[config.mk]
export PLATFORM = sky130hd
export DESIGN_NAME = trace_matcher_flat
export DESIGN_NICKNAME = d
export VERILOG_FILES = /design/src/rtl/trace_matcher_pkg.sv /design/src/rtl/trace_matcher_if.sv /design/src/rtl/trace_matcher_rule_match.sv /design/src/rtl/trace_matcher.sv /design/src/flat_wrapper.sv
export SDC_FILE = /design/constraint.sdc
export NUM_CORES = 1
export LEC_CHECK = 0
export BUFFER_PORTS_ARGS = -buffer_cell sky130_fd_sc_hd__clkbuf_2
export CAP_MARGIN = 20
export CORE_AREA = 8 8 452 454
export DETAILED_ROUTE_END_ITERATION = 7
export DIE_AREA = 0 0 460 462
export GPL_TIMING_DRIVEN = 0
export REMOVE_ABC_BUFFERS = 1
export SLEW_MARGIN = 20
export SYNTH_ARGS = -nofsm -noshare
export SYNTH_HDL_FRONTEND = slang
export SYNTH_HIERARCHICAL = 1
export SYNTH_SLANG_ARGS = --single-unit
[constraint.sdc]
create_clock -name trace_clk -period 2.5 [get_ports trace_clk]
set_input_delay 0.125 -clock trace_clk [delete_from_list [all_inputs] [get_ports trace_clk]]
set_output_delay 0.125 -clock trace_clk [all_outputs]
set_load 0.05 [all_outputs]
[src/rtl/trace_matcher_pkg.sv]
// Shared constants, FSM encoding and helpers for the trace pattern matcher.
package trace_matcher_pkg;
  localparam logic [31:0] TRACE_FULL_SYNC   = 32'hFFFFFF7F;
  localparam int          TRACE_COUNT_WIDTH = 8;

  typedef enum logic {
    TM_UNSYNC = 1'b0,
    TM_SYNC   = 1'b1
  } tm_state_e;

  function automatic logic [TRACE_COUNT_WIDTH-1:0] sat_inc(input logic [TRACE_COUNT_WIDTH-1:0] c);
    return (&c) ? c : c + 1'b1;
  endfunction
endpackage

[src/rtl/trace_matcher_if.sv]
// Deserialized TPIU byte stream into the matcher.
interface trace_matcher_if;
  logic [7:0] I_data;
  logic       I_data_valid;

  modport master (output I_data, output I_data_valid);
  modport slave  (input  I_data, input  I_data_valid);
endinterface

[src/rtl/trace_matcher_rule_match.sv]
// One pattern/mask rule: masked compare into a registered hit bit plus a saturating hit counter.
module trace_rule_match
  import trace_matcher_pkg::*;
#(
  parameter int W = 64
) (
  input  logic                         clk,
  input  logic                         rst_i,
  input  logic                         clr_i,
  input  logic                         eval_i,
  input  logic                         en_i,
  input  logic [W-1:0]                 buf_i,
  input  logic [W-1:0]                 pattern_i,
  input  logic [W-1:0]                 mask_i,
  output logic                         hit_o,
  output logic                         hit_q_o,
  output logic [TRACE_COUNT_WIDTH-1:0] count_o
);
  logic                         hit_q;
  logic [TRACE_COUNT_WIDTH-1:0] count_q;

  assign hit_o   = en_i && (((buf_i ^ pattern_i) & mask_i) == '0);
  assign hit_q_o = hit_q;
  assign count_o = count_q;

  always_ff @(posedge clk) begin
    if (rst_i) begin
      hit_q   <= 1'b0;
      count_q <= '0;
    end else begin
      if (eval_i) hit_q <= hit_o;
      // Clear wins over an in-flight evaluation's increment.
      if (clr_i)                count_q <= '0;
      else if (eval_i && hit_o) count_q <= sat_inc(count_q);
    end
  end
endmodule

[src/rtl/trace_matcher.sv]
// Byte-stream sync detector and pattern-matching stage of the trace trigger path.
module trace_matcher
  import trace_matcher_pkg::*;
#(
  parameter int pBUFFER_SIZE = 64,
  parameter int pMATCH_RULES = 8
) (
  input  logic                                      trace_clk,
  input  logic                                      reset_i,
  trace_matcher_if.slave                            stream_i,
  input  logic                                      I_reset_sync,
  input  logic [pMATCH_RULES-1:0]                   I_pattern_enable,
  input  logic [pMATCH_RULES-1:0]                   I_pattern_trig_enable,
  input  logic                                      I_trig_toggle,
  input  logic [pMATCH_RULES*pBUFFER_SIZE-1:0]      I_trace_pattern,
  input  logic [pMATCH_RULES*pBUFFER_SIZE-1:0]      I_trace_mask,
  output logic [pMATCH_RULES-1:0]                   O_matching_pattern,
  output logic [pBUFFER_SIZE-1:0]                   O_matching_buffer,
  output logic                                      O_synchronized,
  output logic                                      O_trigger,
  output logic [pMATCH_RULES*TRACE_COUNT_WIDTH-1:0] O_trace_count
);
  localparam int FILL_MAX = pBUFFER_SIZE / 8;
  localparam int FW       = $clog2(FILL_MAX + 1);

  tm_state_e                state_q, state_d;
  logic [pBUFFER_SIZE-1:0]  buf_q, buf_d, mbuf_q;
  logic [FW-1:0]            fill_q, fill_d, fill_inc;
  logic                     sync_q, sync_d, eval_q, eval_d, trig_q, trig_d;
  logic                     full_sync, valid, trig_event;
  logic [pMATCH_RULES-1:0]  hit_vec;

  assign valid     = stream_i.I_data_valid;
  assign buf_d     = valid ? {buf_q[pBUFFER_SIZE-9:0], stream_i.I_data} : buf_q;
  assign full_sync = valid && (buf_d[31:0] == TRACE_FULL_SYNC);
  assign fill_inc  = (fill_q == FW'(FILL_MAX)) ? fill_q : fill_q + 1'b1;

  always_ff @(posedge trace_clk) begin
    if (reset_i) state_q <= TM_UNSYNC;
    else         state_q <= state_d;
  end

  always_comb begin
    state_d = state_q;
    if (I_reset_sync)   state_d = TM_UNSYNC;
    else if (full_sync) state_d = TM_SYNC;
  end

  // Evaluate only once the buffer has been completely refilled since the last sync word.
  always_comb begin
    sync_d = (state_q == TM_SYNC);
    eval_d = valid && (state_q == TM_SYNC) && !I_reset_sync && !full_sync &&
             (fill_inc == FW'(FILL_MAX));
  end

  always_comb begin
    fill_d = fill_q;
    if (valid && !I_reset_sync) begin
      if (full_sync)                fill_d = '0;
      else if (state_q == TM_SYNC)  fill_d = fill_inc;
    end
  end

  genvar g;
  generate
    for (g = 0; g < pMATCH_RULES; g++) begin : g_rule
      trace_rule_match #(.W(pBUFFER_SIZE)) u_rule (
        .clk       (trace_clk),
        .rst_i     (reset_i),
        .clr_i     (I_reset_sync),
        .eval_i    (eval_q),
        .en_i      (I_pattern_enable[g]),
        .buf_i     (buf_q),
        .pattern_i (I_trace_pattern[g*pBUFFER_SIZE +: pBUFFER_SIZE]),
        .mask_i    (I_trace_mask[g*pBUFFER_SIZE +: pBUFFER_SIZE]),
        .hit_o     (hit_vec[g]),
        .hit_q_o   (O_matching_pattern[g]),
        .count_o   (O_trace_count[g*TRACE_COUNT_WIDTH +: TRACE_COUNT_WIDTH])
      );
    end
  endgenerate

  assign trig_event = eval_q && ((hit_vec & I_pattern_trig_enable) != '0);
  assign trig_d     = I_trig_toggle ? (trig_q ^ trig_event) : trig_event;

  always_ff @(posedge trace_clk) begin
    if (reset_i) begin
      buf_q  <= '0;
      fill_q <= '0;
      sync_q <= 1'b0;
      eval_q <= 1'b0;
      trig_q <= 1'b0;
      mbuf_q <= '0;
    end else begin
      buf_q  <= buf_d;
      fill_q <= fill_d;
      sync_q <= sync_d;
      eval_q <= eval_d;
      trig_q <= trig_d;
      if (eval_q && (hit_vec != '0)) mbuf_q <= buf_q;
    end
  end

  assign O_synchronized    = sync_q;
  assign O_trigger         = trig_q;
  assign O_matching_buffer = mbuf_q;
endmodule
[src/flat_wrapper.sv]
// flat-port wrapper written by rule: the top's interface ports become plain ports
module trace_matcher_flat import trace_matcher_pkg::*;
#(
  parameter int pBUFFER_SIZE = 64,
  parameter int pMATCH_RULES = 8
)
  (trace_clk, reset_i, I_reset_sync, I_pattern_enable, I_pattern_trig_enable, I_trig_toggle, I_trace_pattern, I_trace_mask, O_matching_pattern, O_matching_buffer, O_synchronized, O_trigger, O_trace_count, stream_i_I_data, stream_i_I_data_valid);
  trace_matcher_if stream_i_i ();
  input  logic trace_clk;
  input  logic reset_i;
  input  logic I_reset_sync;
  input  logic [pMATCH_RULES-1:0] I_pattern_enable;
  input  logic [pMATCH_RULES-1:0] I_pattern_trig_enable;
  input  logic I_trig_toggle;
  input  logic [pMATCH_RULES*pBUFFER_SIZE-1:0] I_trace_pattern;
  input  logic [pMATCH_RULES*pBUFFER_SIZE-1:0] I_trace_mask;
  output logic [pMATCH_RULES-1:0] O_matching_pattern;
  output logic [pBUFFER_SIZE-1:0] O_matching_buffer;
  output logic O_synchronized;
  output logic O_trigger;
  output logic [pMATCH_RULES*TRACE_COUNT_WIDTH-1:0] O_trace_count;
  input wire logic [$bits(stream_i_i.I_data)-1:0] stream_i_I_data;
  input wire logic [$bits(stream_i_i.I_data_valid)-1:0] stream_i_I_data_valid;
  assign stream_i_i.I_data = stream_i_I_data;
  assign stream_i_i.I_data_valid = stream_i_I_data_valid;
  trace_matcher #(.pBUFFER_SIZE(pBUFFER_SIZE), .pMATCH_RULES(pMATCH_RULES)) u_core (.trace_clk(trace_clk), .reset_i(reset_i), .stream_i(stream_i_i), .I_reset_sync(I_reset_sync), .I_pattern_enable(I_pattern_enable), .I_pattern_trig_enable(I_pattern_trig_enable), .I_trig_toggle(I_trig_toggle), .I_trace_pattern(I_trace_pattern), .I_trace_mask(I_trace_mask), .O_matching_pattern(O_matching_pattern), .O_matching_buffer(O_matching_buffer), .O_synchronized(O_synchronized), .O_trigger(O_trigger), .O_trace_count(O_trace_count));
endmodule
==> out/summary.log, run 1 <==
INFO  sta            min_hold_slack=173ps
INFO  finish         final_design_area_no_fill=0.0304mm²
INFO  power_and_ir_drop power_frac_seq=29.0%
INFO  finish         synthToLayoutAreaGrowth=90.5%
INFO  placement      portBuffers=1,190
INFO  critical_path  critical_path_class=register to register
INFO  sta            fin_crit=3410ps
INFO  synthesis      synth_seq_area_share=26.1%
INFO  sta            grt_setup_unrepaired=yes
INFO  synthesis      yosysTopAreaCellShare=28.1%
INFO  critical_path  crit_slowest_cell=dfxtp_2
INFO  global_route   globalRouteTotalUtil=22.1%
INFO  sta            layout_setup_ws=-913ps
INFO  synthesis      library_cell_occupying_the_most_area_in_the_post_synthesis_netlist=xor2_1
INFO  critical_path  critical_path_startpoint=u_core/buf_q[60]
INFO  clocking       clock_path_buffers=3
INFO  global_route   antenna_found_initial=302
INFO  power_and_ir_drop p_int=7.60mW
INFO  run_status     outcome=finished, violations left
INFO  routing        drt_drc_violations_left=0
INFO  routing        detail-route-antenna-nets=0
INFO  synthesis      synth_enable_flop_cells=0
INFO  finish         layout.cells.most_common=clkbuf_2
INFO  placement      post_placement_cell_area=0.0257mm²
INFO  synthesis      synth.cell_area=0.0160mm²
INFO  critical_path  worst-endpoint-arrival=3930ps
INFO  global_route   vias_in_the_first_global_route=22,600
INFO  sta            timing.max_slew.rel_slack=42.8%
INFO  floorplan      die_height=462µm
INFO  placement      dpl.hpwl=217,000µm
INFO  power_and_ir_drop power.density_cell_area=384mW/mm²
INFO  global_route   globalRoute.totalOverflow=0
INFO  floorplan      initial_utilization=8.12%
INFO  min_path       worst_hold_startpoint=stream_i_I_data_valid
INFO  synthesis      synth_cell_types=47
INFO  sta            worstMarginPinSlew=857ps
INFO  critical_path  critical_path.max_stage_delay=570ps
INFO  flow_run       drv_cap=0
INFO  finish         final_net_count=4,307
INFO  finish         ratio_of_cells_with_drive_above_1_in_the_final_layout=54.2%
INFO  floorplan      rows=163
INFO  power_and_ir_drop comb_power_share=23.3%
INFO  routing        vias=23,600
INFO  floorplan      floorplan.io_pins=1,191
INFO  floorplan      fp.dieW=460µm
INFO  power_and_ir_drop clock_power_share=47.7%
INFO  critical_path  critPathMaxFanout=10
INFO  routing        first_pass_iters=6
INFO  routing        finalWirelength=250,000µm
INFO  clocking       htree_levels=2
INFO  critical_path  cp-start-kind=register
INFO  sta            finalSetupViolations=137
INFO  sta            finalHoldViolations=0
INFO  global_route   largest_net_degree_at_the_start_of_global_routing=85
INFO  floorplan      fp.dieArea=0.213mm²
INFO  clocking       cts-buffers-inserted=36
INFO  floorplan      design.core.area=0.197mm²
INFO  synthesis      yosys-top-cells-area=xor2_1 28%, dfxtp_1 26%, a22oi_1 10%
INFO  power_and_ir_drop p_switching=4.07mW
INFO  global_route   grt_pass1_wl=295,000µm
INFO  power_and_ir_drop swShare=34.9%
INFO  sta            slew_violations=0
INFO  critical_path  critPathRequiredTime=3020ps
INFO  critical_path  path_cells=xor2_1 > a22oi_1 > nand4_1 > nor3_4 > buf_8 > and3_2 > nor4_2 > nand2_1 > and2_4 > buf_12 > buf_16 > nand2_2 > a21oi_1
INFO  finish         filler_cell_count=22,600
INFO  synthesis      avgSynthCellArea=8.58µm²
INFO  synthesis      synth-warning-count=6
INFO  sta            timing.clock.skew=59.3ps
INFO  clocking       clk_pin_slew=70ps
INFO  sta            post-route-period-util=137%
INFO  min_path       hold_path_class=input port to register
INFO  clocking       clock_tree_from_tritoncts=yes
INFO  clocking       insertion_delay=640ps
INFO  power_and_ir_drop leakage=14.0nW
INFO  synthesis      synth.ff_latch_count=208
INFO  critical_path  critPathCaptureType=register
INFO  run_status     failed_checks=setup timing
INFO  placement      routabilityCongestion=1.04
INFO  routing        post_drt_wl_per_cell=41.7µm
INFO  clocking       clock-root-buffer=clkbuf_16
INFO  synthesis      synthesis.instances=1,860
INFO  routing        drt_iter0_markers=2,428
INFO  power_and_ir_drop irDropWorstVdd=0.000377V
INFO  sta            clock.fmax=293MHz
INFO  routing        route.detailed.vias_per_inst=3.95
INFO  synthesis      async_flop_share=0%
INFO  clocking       cts.sinks=208
INFO  critical_path  timing.rr.start=u_core/buf_q[60]
INFO  finish         mostFrequentLayoutCells=1,188 x clkbuf_2, 468 x xor2_1, 193 x a22oi_1, 168 x nand2_1, 145 x dfxtp_1
INFO  synthesis      synthFlopType=dfxtp_1
## worst max-delay path, delay by kind of cell (launching register included)
family	cells	cell delay (ps)
simple gates	7	1580
xor+xnor	1	120
buf+inv	3	610
flops	1	570
compound gates	2	340
## metal layers
metal	track usage, %	vias up	wire, µm
met5	0	-	1190
met4	8.77	188	12800
met3	12.0	651	31400
met2	35.5	1814	111000
met1	24.4	11300	93100
li1	-	9652	-
## worst paths after layout
| kind | slack (ps) | cells after the start | end |
|---|---|---|---|
| setup / recovery | -910 | 13 | u_core/O_matching_buffer[33] |
| hold / removal | 170 | 3 | u_core/buf_q[22] |
| setup reg to reg | -910 | 13 | u_core/O_matching_buffer[33] |
| hold reg to reg | 450 | 2 | u_core/O_matching_buffer[26] |
## per-stage QoR
step	std cells	setup TNS [ps]	setup WS [ps]	total power, mW	utilization, %
final	5989	-74880	-913	11.7	15.5
after global routing	5953	-82800	-926	12.1	15.4
after CTS	5868	-84560	-994	11.9	14.8
after detailed placement	5663	-240700	-2310	6.03	13.1
after global placement	5635	-721880	-7340	6.00	12.7
after floorplan	1805	-43690	-683	4.15	-
## power by group through the flow
stage	clock network, mW	logic [mW]	registers, mW
after detailed placement	0	2.51	3.52
after CTS	5.87	2.63	3.40
after global placement	0	2.44	3.56
final	5.57	2.71	3.39
after global routing	5.88	2.80	3.39
after floorplan	0	0.691	3.46
## flip-flops by register name, indices dropped and copies added (netlist names)
register and cells:
u_core/g_rule.u_rule/hit_q_o 8, u_core/O_trigger 1, u_core/eval_q 1, u_core/state_q 1, u_core/fill_q 4, u_core/buf_q 64, u_core/g_rule.u_rule/count_o 64, u_core/O_synchronized 1
u_core/O_matching_buffer 64
## what timing repair did
| action | 4_1_cts | 5_1_grt |
|---|---|---|
| endpoints found under the hold margin | 46 | 0 |
| hold buffers | 10 | 0 |
| cloned | 7 | 0 |
| resized for setup | 222 | 142 |
| endpoints found under the setup margin | 143 | 137 |
| setup buffers | 123 | 45 |
| pin swaps | 90 | 53 |
## cells by family (layout without fill, tap and decap cells)
kind of cell | Yosys count | count (layout) | synth area share, %
xor+xnor | 522 | 522 | 28.6
compound gates | 443 | 443 | 19.2
other cells | 0 | 78 | 0
mux | 59 | 59 | 3.70
simple gates | 558 | 558 | 19.7
fa+ha+maj | 10 | 10 | 0.784
buf+inv | 60 | 1471 | 1.83
flops | 208 | 208 | 26.1
## synthesized netlist by cell type, types with 3 or more instances
| cell | instances |
|---|---|
| nand3_1 | 20 |
| nor3_1 | 9 |
| xnor2_1 | 9 |
| nand4_4 | 8 |
| buf_2 | 7 |
| nor2b_1 | 9 |
| nand4b_1 | 3 |
| nand2_1 | 190 |
| o21ai_0 | 16 |
| nor2_1 | 104 |
| or2_2 | 8 |
| a222oi_1 | 8 |
| ha_1 | 10 |
| inv_1 | 5 |
| clkdlybuf4s25_2 | 8 |
| a22o_1 | 16 |
| nor4_4 | 8 |
| a31o_2 | 16 |
| a22oi_1 | 212 |
| xor2_1 | 513 |
| nand4_1 | 76 |
| or4_1 | 16 |
| clkbuf_1 | 38 |
| o22ai_1 | 4 |
| o31ai_1 | 16 |
| nor3b_1 | 19 |
| and4_1 | 9 |
| and4_2 | 8 |
| dfxtp_1 | 208 |
| nor4_1 | 3 |
| and2_2 | 8 |
| and3_1 | 3 |
| and3_2 | 24 |
| a21oi_1 | 119 |
| nor4b_1 | 17 |
| o21bai_1 | 17 |
| a221oi_1 | 16 |
| mux2i_1 | 59 |
| nand2b_1 | 13 |
## cell type report
type | instances | area (µm²) | share of cell area (%)
multi-input cells | 1592 | 12800 | 42.0
repair buffers | 1401 | 8540 | 28.1
flip-flops and latches | 208 | 4350 | 14.3
well taps | 2640 | 3300 | 10.9
clock buffers | 44 | 951 | 3.13
clock inverters | 21 | 264 | 0.868
diodes | 78 | 195 | 0.642
inverters | 5 | 18.8 | 0.0617
No activity file was read; power rests on OpenSTA's default activity.
==> run 2, diff against run 1 <==
- CORE_AREA: 8 8 452 454 -> 8 8 456 458
- DIE_AREA: 0 0 460 462 -> 0 0 464 466
- clock period: 2.5 -> 3.5 ns (I/O delays scaled with it)
==> run 2 against run 1 <==
Net effect: the run now ends clean; combinational power down 30%; critical path depth unchanged; utilization down 1.2 points; critical path type unchanged; largest power group unchanged.
==> out/summary.log, run 2 (synthesis results as in run 1) <==
INFO  run_status     outcome=complete, no violations
INFO  routing        route.layer.met1.wl=91,300µm
INFO  placement      post_placement_cell_area=0.0257mm²
INFO  flow_run       drv_cap=0
INFO  placement      routabilityCongestion=1.07
INFO  global_route   globalRoute.totalOverflow=0
INFO  critical_path  critical_path_startpoint=u_core/buf_q[57]
INFO  clocking       clock_path_buffers=3
INFO  routing        drt_iter0_markers=2,465
INFO  critical_path  critPathCaptureType=register
INFO  power_and_ir_drop irDropWorstVdd=0.000275V
INFO  sta            fin_crit=3480ps
INFO  global_route   largest_net_degree_at_the_start_of_global_routing=69
INFO  routing        top_layer=met5
INFO  finish         synthToLayoutAreaGrowth=79.1%
INFO  sta            worstMarginPinSlew=843ps
INFO  routing        post_drt_wl_per_cell=41.8µm
INFO  routing        detail-route-antenna-nets=0
INFO  sta            finalHoldViolations=0
INFO  clocking       insertion_delay=600ps
INFO  sta            timing.max_slew.rel_slack=43.6%
INFO  finish         layout.cells.most_common=clkbuf_2
INFO  critical_path  cpMostUsedCell=nand2_1
INFO  floorplan      fp.dieArea=0.216mm²
INFO  global_route   globalRouteTotalUtil=21.3%
INFO  critical_path  cp-start-kind=register
INFO  critical_path  worst-path-buf-inv=3
INFO  min_path       hold_path_class=input port to register
INFO  clocking       cts.sinks=208
INFO  floorplan      initial_utilization=7.95%
INFO  sta            slew_violations=0
INFO  floorplan      rows=165
INFO  clocking       clk_pin_slew=60ps
INFO  floorplan      design.core.area=0.201mm²
INFO  critical_path  critical_path_class=register to register
INFO  critical_path  rrSetupSlack=20ps
INFO  floorplan      floorplan.io_pins=1,191
INFO  finish         ratio_of_cells_with_drive_above_1_in_the_final_layout=49.3%
INFO  routing        first_pass_iters=5
INFO  routing        vias=23,300
INFO  power_and_ir_drop leakage=13.3nW
INFO  finish         final_design_area_no_fill=0.0286mm²
INFO  routing        wl_met3=34,100µm
INFO  routing        finalWirelength=248,000µm
INFO  placement      portBuffers=1,190
INFO  floorplan      fp.dieW=464µm
INFO  sta            finalSetupViolations=0
INFO  critical_path  path_cells=xor2_1 > a22oi_1 > nand4_1 > nor3_2 > buf_6 > and3_4 > nor4_1 > nand2_1 > and2_4 > buf_12 > clkbuf_16 > nand2_1 > a21oi_1
INFO  routing        route.detailed.vias_per_inst=3.93
INFO  clocking       clock_tree_from_tritoncts=yes
INFO  critical_path  timing.rr.start=u_core/buf_q[57]
INFO  critical_path  r2r_end=u_core/O_matching_buffer[38]
INFO  critical_path  critical_path.max_stage_delay=690ps
INFO  clocking       cts-buffers-inserted=36
INFO  finish         mostFrequentLayoutCells=1,188 x clkbuf_2, 480 x xor2_1, 210 x a22oi_1, 187 x nand2_1, 143 x dfxtp_1
INFO  global_route   antenna_found_initial=300
INFO  critical_path  crit_slowest_cell=dfxtp_2
INFO  power_and_ir_drop power.density_cell_area=290mW/mm²
INFO  sta            timing.clock.skew=28.0ps
INFO  sta            clock.fmax=287MHz
INFO  critical_path  critPathRequiredTime=3950ps
INFO  routing        drt_drc_violations_left=0
INFO  clocking       htree_levels=2
INFO  min_path       worst_hold_path.num_cells=5
INFO  routing        wl_met2=110,000µm
INFO  placement      dpl.hpwl=219,000µm
INFO  global_route   vias_in_the_first_global_route=22,300
INFO  sta            min_hold_slack=133ps
INFO  finish         final_net_count=4,224
INFO  min_path       worst_hold_startpoint=I_pattern_enable[4]
INFO  critical_path  worst-r2r-cell-count=13
INFO  critical_path  critical-path-top-delay-family=simple AND/OR/NAND/NOR gates
INFO  min_path       whs_endpoint=u_core/g_rule[4].u_rule/hit_q_o
INFO  global_route   grt_pass1_wl=292,000µm
INFO  clocking       clock-root-buffer=clkbuf_16
INFO  floorplan      die_height=466µm
INFO  critical_path  critPathMaxFanout=13
INFO  sta            post-route-period-util=99.4%
INFO  critical_path  worst-endpoint-arrival=3930ps
-- run 2: repair_timing --
action,4_1_cts,5_1_grt
pin swaps,16,16
endpoints found under the hold margin,12,0
setup buffers,39,46
gates cloned,0,7
hold buffers,10,0
resized for setup,96,34
setup endpoints to repair,129,65
-- run 2: report_power, final --
part           internal, mW  switching (mW)
combinational         0.790            1.10
sequential             2.36          0.0754
clock                  2.34            1.63
-- run 2: worst max-delay path by stage --
stage | slack (ps) | to | depth (start not counted)
after floorplan | 320 | u_core/O_matching_buffer[0] | 10
after global placement | -5580 | u_core/O_matching_buffer[47] | 10
after detailed placement | -1350 | u_core/O_matching_buffer[6] | 11
after CTS | 2 | u_core/O_matching_buffer[39] | 12
after global routing | -30 | u_core/O_matching_buffer[35] | 13
final | 20 | u_core/O_matching_buffer[38] | 13
-- run 2: layer usage --
metal	up-vias	global-route usage (%)
met5	-	0
met4	210	9.02
met3	587	13.0
met2	1825	33.7
met1	11200	22.9
li1	9503	-
-- run 2: area by class of cell --
class / count / area [µm²]
Antenna cell: 79 / 198
Clock buffer: 45 / 995
Clock inverter: 21 / 256
Fill cell: 23200 / 172000
Inverter: 5 / 18.8
Multi-Input combinational cell: 1592 / 11900
Sequential cell: 208 / 4330
Tap cell: 2672 / 3340
Timing Repair Buffer: 1318 / 7570
-- run 2: worst reg2reg max path, delay by kind of cell (launching register included) --
kind,cells,cell delay (ps)
compound gates,2,270
flops,1,690
buf+inv,3,510
xor+xnor,1,660
simple gates,7,1220
-- run 2: stage by stage --
step	instances	util (%)	setup TNS, ps	power (mW)	setup WS (ps)
6_report	5940	14.2	0	8.30	20.5
5_1_grt	5907	14.2	-433	8.62	-29.3
4_1_cts	5809	13.8	0	8.48	2.23
3_5_place_dp	5694	12.8	-110470	4.33	-1350
3_3_place_gp	5667	12.4	-493500	4.31	-5580
2_1_floorplan	1805	-	0	2.96	317
